===== src/rtl/mem_arb_pkg.sv =====
// Shared constants, master indices and write-mask legality rule for the
// two-master memory arbiter.
package mem_arb_pkg;

  localparam logic [3:0] MASK_B = 4'b0001;
  localparam logic [3:0] MASK_H = 4'b0011;
  localparam logic [3:0] MASK_W = 4'b1111;

  localparam int M_IF = 0;
  localparam int M_LS = 1;

  typedef enum logic [0:0] {
    IDX_IF = 1'b0,
    IDX_LS = 1'b1
  } master_e;

  // A write mask is legal only when it names a naturally aligned byte,
  // halfword or word starting at the byte offset given by the address.
  function automatic logic mask_legal(input logic [3:0] wmask, input logic [1:0] ofs);
    logic ok;
    ok = 1'b0;
    case (wmask)
      MASK_B:  ok = (ofs == 2'd0);
      4'b0010: ok = (ofs == 2'd1);
      4'b0100: ok = (ofs == 2'd2);
      4'b1000: ok = (ofs == 2'd3);
      MASK_H:  ok = (ofs == 2'd0);
      4'b1100: ok = (ofs == 2'd2);
      MASK_W:  ok = (ofs == 2'd0);
      default: ok = 1'b0;
    endcase
    return ok;
  endfunction

endpackage


===== src/rtl/rr_arb2.sv =====
// Two-way arbiter: round-robin on ties when fair=1, fixed priority to the
// load/store master otherwise. Owns the last-grant history.
module rr_arb2
  import mem_arb_pkg::*;
(
  input  logic       clk,
  input  logic       rst_n,
  input  logic [1:0] elig,
  input  logic       fair,
  output logic [1:0] grant
);

  master_e last_reg;

  always_comb begin
    grant = elig;
    if (elig == 2'b11) begin
      if (fair && (last_reg == IDX_LS)) begin
        grant = 2'b01;
      end else begin
        grant = 2'b10;
      end
    end
  end

  // Reset to the load/store index so instruction fetch wins the first tie.
  always_ff @(posedge clk) begin
    if (!rst_n) begin
      last_reg <= IDX_LS;
    end else if (grant[M_LS]) begin
      last_reg <= IDX_LS;
    end else if (grant[M_IF]) begin
      last_reg <= IDX_IF;
    end
  end

endmodule


===== src/rtl/mem_arbiter.sv =====
// Shares one single-port data memory between instruction fetch (m0) and
// load/store (m1) with one-cycle registered responses per master.
module mem_arbiter
  import mem_arb_pkg::*;
#(
  parameter int ADDR_W = 32,
  parameter int DATA_W = 32,
  parameter int FAIR   = 1
) (
  input  logic              clk,
  input  logic              rst_n,

  input  logic              m0_req_valid,
  output logic              m0_req_ready,
  input  logic [ADDR_W-1:0] m0_addr,
  input  logic [DATA_W-1:0] m0_wdata,
  input  logic [3:0]        m0_wmask,
  input  logic              m0_wen,
  output logic              m0_rsp_valid,
  input  logic              m0_rsp_ready,
  output logic [DATA_W-1:0] m0_rdata,
  output logic              m0_err,

  input  logic              m1_req_valid,
  output logic              m1_req_ready,
  input  logic [ADDR_W-1:0] m1_addr,
  input  logic [DATA_W-1:0] m1_wdata,
  input  logic [3:0]        m1_wmask,
  input  logic              m1_wen,
  output logic              m1_rsp_valid,
  input  logic              m1_rsp_ready,
  output logic [DATA_W-1:0] m1_rdata,
  output logic              m1_err,

  output logic [ADDR_W-1:0] mem_addr,
  output logic [DATA_W-1:0] mem_wdata,
  output logic [3:0]        mem_wmask,
  output logic              mem_wen,
  input  logic [DATA_W-1:0] mem_rdata
);

  logic [1:0]        req_valid;
  logic [1:0]        req_wen;
  logic [1:0]        rsp_ready_vec;
  logic [ADDR_W-1:0] req_addr  [2];
  logic [DATA_W-1:0] req_wdata [2];
  logic [3:0]        req_wmask [2];

  assign req_valid     = {m1_req_valid, m0_req_valid};
  assign req_wen       = {m1_wen, m0_wen};
  assign rsp_ready_vec = {m1_rsp_ready, m0_rsp_ready};
  assign req_addr[M_IF]  = m0_addr;
  assign req_addr[M_LS]  = m1_addr;
  assign req_wdata[M_IF] = m0_wdata;
  assign req_wdata[M_LS] = m1_wdata;
  assign req_wmask[M_IF] = m0_wmask;
  assign req_wmask[M_LS] = m1_wmask;

  logic [1:0]        elig;
  logic [1:0]        grant;
  logic              rsp_valid_reg [2];
  logic [DATA_W-1:0] rdata_reg     [2];
  logic              err_reg       [2];

  // A master is eligible only if its response slot is free or drains now;
  // reset suppresses every grant so nothing is accepted or written.
  genvar gi;
  generate
    for (gi = 0; gi < 2; gi++) begin : g_elig
      assign elig[gi] = rst_n && req_valid[gi] &&
                        (!rsp_valid_reg[gi] || rsp_ready_vec[gi]);
    end
  endgenerate

  rr_arb2 u_arb (
    .clk   (clk),
    .rst_n (rst_n),
    .elig  (elig),
    .fair  (FAIR != 0),
    .grant (grant)
  );

  logic sel;
  logic granted;
  logic legal;

  assign sel     = grant[M_LS];
  assign granted = |grant;
  assign legal   = mask_legal(req_wmask[sel], req_addr[sel][1:0]);

  assign mem_addr  = {req_addr[sel][ADDR_W-1:2], 2'b00};
  assign mem_wdata = req_wdata[sel];
  assign mem_wmask = granted ? req_wmask[sel] : 4'b0000;
  assign mem_wen   = granted && req_wen[sel] && legal;

  generate
    for (gi = 0; gi < 2; gi++) begin : g_rsp
      always_ff @(posedge clk) begin
        if (!rst_n) begin
          rsp_valid_reg[gi] <= 1'b0;
          rdata_reg[gi]     <= '0;
          err_reg[gi]       <= 1'b0;
        end else if (grant[gi]) begin
          // A new accept overrides a simultaneous drain of the old response.
          rsp_valid_reg[gi] <= 1'b1;
          rdata_reg[gi]     <= req_wen[gi] ? '0 : mem_rdata;
          err_reg[gi]       <= req_wen[gi] && !legal;
        end else if (rsp_ready_vec[gi]) begin
          rsp_valid_reg[gi] <= 1'b0;
        end
      end
    end
  endgenerate

  assign m0_req_ready = grant[M_IF];
  assign m1_req_ready = grant[M_LS];
  assign m0_rsp_valid = rsp_valid_reg[M_IF];
  assign m1_rsp_valid = rsp_valid_reg[M_LS];
  assign m0_rdata     = rdata_reg[M_IF];
  assign m1_rdata     = rdata_reg[M_LS];
  assign m0_err       = err_reg[M_IF];
  assign m1_err       = err_reg[M_LS];

endmodule

===== config.mk =====
export PLATFORM = sky130hd
export DESIGN_NAME = mem_arbiter
export DESIGN_NICKNAME = d
export VERILOG_FILES = /design/src/rtl/mem_arb_pkg.sv /design/src/rtl/rr_arb2.sv /design/src/rtl/mem_arbiter.sv
export SDC_FILE = /design/constraint.sdc
export NUM_CORES = 1
export LEC_CHECK = 0
export BUFFER_PORTS_ARGS = -buffer_cell sky130_fd_sc_hd__buf_2
export CAP_MARGIN = 20
export CORE_AREA = 2 2 123 125
export DETAILED_ROUTE_END_ITERATION = 16
export DIE_AREA = 0 0 125 127
export PLACE_DENSITY = 0.68
export RECOVER_POWER = 100
export SLEW_MARGIN = 40
export SYNTH_ARGS = -nofsm -noshare
export SYNTH_HDL_FRONTEND = slang
export SYNTH_SLANG_ARGS = --single-unit

===== constraint.sdc =====
create_clock -name clk -period 3.1 [get_ports clk]
set_input_delay 0.465 -clock clk [delete_from_list [all_inputs] [get_ports clk]]
set_output_delay 0.465 -clock clk [all_outputs]
set_load 0.005 [all_outputs]

=== Yosys cells after proc, flatten, opt, wreduce, memory -nomap -nowiden ===
Memory sizes are Yosys's and may differ from the RTL's.
Index checks and enable logic that the tools add are counted.

* Bits in writable memories: 68
* ROM bits: 0
* Input port bits: 176
* Bits in registers: 1
* Memories: 3
* Output and inout port bits: 139
* Latch bits: 0

* Shift-type cells: 0
* Multipliers: 0
* Add/subtract/negate cells: 0
* Mux-type cells: 40
* Equal/unequal tests: 11
* Bitwise operators: 10
* Div/mod/pow operators: 0
* Reductions and logical operators: 18
* Order comparisons: 2

{| class="wikitable"
|+ Memory list
! name !! depth !! width !! rd ports !! clocked after Yosys merged registers in !! write ports !! line !! RTL
|-
| rdata_reg || 2 || 32 || 2 || 0 || 2 || mem_arbiter.sv:62 || <nowiki>logic [DATA_W-1:0] rdata_reg [2];</nowiki>
|-
| err_reg || 2 || 1 || 2 || 0 || 2 || mem_arbiter.sv:63 || <nowiki>logic err_reg [2];</nowiki>
|-
| rsp_valid_reg || 2 || 1 || 2 || 0 || 2 || mem_arbiter.sv:61 || <nowiki>logic rsp_valid_reg [2];</nowiki>
|}

{| class="wikitable"
|+ Operators with widths
! kind !! number
|-
| 2-to-1 mux 32 bit || 10
|-
| 2-to-1 mux 1 bit || 23
|-
| 2-to-1 mux 4 bit || 4
|-
| equality test 4 bit (second input constant) || 3
|-
| equality test 4 x 2 -> 1 bit (second input constant) || 2
|-
| logical AND 1 bit || 8
|-
| OR 1 bit || 8
|-
| equality test 2 bit (second input constant) || 3
|-
| OR reduction 2 bit || 3
|-
| equality test 4 x 1 -> 1 bit (second input constant) || 1
|-
| equality test 4 x 3 -> 1 bit (second input constant) || 1
|-
| 2-to-1 mux 2 bit || 2
|-
| case mux 1 bit (4 select lines) || 1
|-
| zero test 1 bit || 3
|-
| OR reduction 3 bit || 1
|-
| equality test 2 x 1 -> 1 bit (second input constant) || 1
|-
| greater-or-equal comparator 2 bit (second input constant) || 1
|-
| zero test 2 bit || 1
|-
| logical OR 1 bit || 2
|-
| < comparator 1 x 2 -> 1 bit (second input constant) || 1
|-
| NOT 1 -> 2 bit || 1
|-
| NOT 1 bit || 1
|}

=== Logic depth before layout (Yosys ltp) ===
An unclocked memory read counts as a cell.

* Depth in word-level cells: 16
* Mapped depth: 8

=== Modules after synthesis ===
From an unflattened synthesis, not the netlist that was laid out.

* Cell total of the unflattened synthesis: 262
* Area, all modules: 3543.4 µm²

{| class="wikitable"
|+ By module, submodules not included
! module !! seq. area each (µm²) !! times used !! cells each !! area an instance (µm²)
|-
| mem_arbiter || 2021.9 || 1 || 255 || 3487.1
|-
| rr_arb2 || 20.0 || 1 || 7 || 56.3
|}

=== Worst setup path before layout ===
Ideal clock, no wire load.

* Path type: in2reg
* From: input rst_n
* To: memory rdata_reg[1][0] (enable)
* Stages: 6
* Setup time: 0.394 ns
* Arrival time: 2.161 ns
* Path slack: 0.545 ns
* Required time: 2.706 ns
* Cells stage by stage: buf_4 -> nand2_1 -> a311oi_2 -> buf_4 -> buf_6 -> nand2b_1

{| class="wikitable"
|+ RTL lines
! element !! line !! RTL
|-
| start, declared || mem_arbiter.sv:11 || <nowiki>input logic rst_n,</nowiki>
|-
| end, declared || mem_arbiter.sv:62 ||
|}

==> reports/metrics.cfg <==
[status]
outcome = complete, no violations

[timing]
max_freq_ghz = 0.3578
relSlewSlack = 0.2733
finalCriticalPeriod_ps = 2795
finClkSkew_ps = 7.825
post-route-period-util = 0.9016
worstMarginPinSlew_ps = 1089
hold_viol = 0
setup_viol = 0
grt_setup_unrepaired = no
final.setup.tns_ps = 0
maxSlewViolCount = 0

[floorplan]
core_area_mm2 = 0.01442
die_w_um = 125
num_io_pins = 315
die_h_um = 127
floorplan.initialDensity = 0.2569
rows = 44
dieArea_mm2 = 0.01588

[placed_design]
gp_congestion = 0.8469
dpl_cell_area_mm2 = 0.005425
placed_cells = 756
port_buffers = 312
dp_hpwl_mm = 9.581

[global_routing]
grt_usage = 0.1468
grt_pass1_vias = 3350
grt_pass1_wl_mm = 18.06
grt_start_max_net_pins = 84
antenna_found_initial = 0
overflow = 0

[routing]
ant_nets = 0
via_per_inst = 4.387
firstDrtPassIters = 4
wirelength_mm = 12.12
vias = 3387
drt-wirelength-per-cell_um = 15.69
drcViolationCount = 0
drt_iter0_drc = 167

[yosys]
synth_top_area_share = 0.5348
synth.most_common_cell = edfxtp_1
ys.flop_type = edfxtp_1
ys_warn_count = 0
synth_cells = 274
synth-seq-cells = 69
ys_types = 38
synth_common_cells = edfxtp_1 (66), mux2_2 (62), and2_1 (33), and3_1 (32)
yosysTopAreaCell = edfxtp_1
netlist_area_mm2 = 0.003706
synth.area.top_cells = edfxtp_1 (53%), mux2_2 (19%), and2_1 (5.6%)
synthArstFlopShare = 0
synth-edff-count = 66
yosysSeqAreaShare = 0.5510
synth_area_per_cell_um2 = 13.53

[critical_path]
r2r_setup_slack_ps = 510
crit_fanout = 83
worstPathRequired_ps = 2630
critPathLaunchType = register
critPathCaptureType = output port
slowest_stage = a311oi_1
critical_path_arrival_ps = 2330
critPathKind = reg2out
critPathTopFamily = compound AO/OA/AOI/OAI gates
max_stage_delay_ps = 510
cp_cell_sequence = nand2b_2, a311oi_1, buf_12, a31o_2, o22ai_2, nor2_1, clkbuf_1
cp_num_buf_inv = 2

[power_and_ir_drop]
power.density_mw_per_mm2 = 473.6
p_leak_uw = 0.002611
vdd_drop_max_v = 0.0002501
finalPower_uw = 2656

[final_layout]
n_fill_cell = 1463
largest_reg_flops = 64
drive_above_1_share = 0.5544
diodes = 0
final_nets = 759
stdcell_area_mm2 = 0.005608
final_cells = 772
area_growth_pct = 51.32

[cts]
cts_tree = built
root_buffer = clkbuf_16
numCtsBuffers = 9
htree_levels = 3
post_cts_buffers = 0
clockBufferDepth = 2
cts.clk_slew.worst_paths_ps = 60
clkLatencyLatePin_ps = 330
cts_resized = 0
clock-sinks = 69
cts_hold_buf = 0

[worst_hold_path]
min_path_type = in2reg

[flow_run]
drv_cap = 0

worst register-to-register path, stage by stage, from the launching register on:
cell and delay (ps):
edfxtp_1 370, nand2b_2 80, a311oi_1 510, buf_12 350
nand2b_2 200, clkbuf_2 660
power by group:
part / internal (uW) / switching [uW] / leakage [uW]
clock network: 699 / 377 / 0.000151
logic: 242 / 225 / 0.00174
registers: 1090 / 19.8 / 0.000721
total: 2030 / 622 / 0.00261
worst paths after layout:
check              startpoint          endpoint  depth (start not counted)
max          rsp_valid_reg[0]           mem_wen                          7
min             mem_rdata[26]  rdata_reg[0][26]                          2
max reg2reg  rsp_valid_reg[0]  rdata_reg[1][16]                          5
min reg2reg        err_reg[1]        err_reg[1]                          2
stage by stage:
stage	worst slack, ps	util	hold slack (ps)
global placement	557.8	0.3758	546.1
detailed placement	539.8	0.3761	537.1
global route	195.5	0.3888	426.5
CTS	475.2	0.3979	418.8
floorplan	544.9	-	472.4
finish	305.0	0.3888	430.2
metal layers:
layer	wire (um)	track usage	vias up
li1	-	-	1636
met1	4757	0.1730	1563
met2	6255	0.2590	170
met3	882	0.04146	18
met4	220	0.04837	0
met5	0	0	-
cell usage in the layout, fill, tap and decap left out, types with 5 or more instances in the layout:
cell type and n:
nor2_1 7, mux2i_1 5, buf_2 244, clkbuf_1 67, and2_0 21, mux2_1 7
mux2_2 55, and2_1 12, edfxtp_1 66, and3_1 32, clkbuf_16 9
logic make-up (layout without fill, tap and decap cells):
kind of cell	count (synthesis)	after routing	share of synthesized area
multiplexers	67	67	0.2019
buffers and inverters	24	337	0.04490
AND/OR/NAND/NOR	95	95	0.1614
flip-flops	69	69	0.5510
AO/OA/AOI/OAI	18	18	0.03984
other	1	2	0.001012
final cells by class:
class | instances | area [um^2] | area share
timing repair buffer | 318 | 1529 | 0.2726
multi-input combinational | 182 | 1481 | 0.2642
inverter | 3 | 11.26 | 0.002008
sequential | 69 | 2042 | 0.3641
tap | 184 | 230.2 | 0.04105
clock buffer | 9 | 225.2 | 0.04016
clock inverter | 7 | 88.84 | 0.01584
Power figures use the tool's default switching activity.
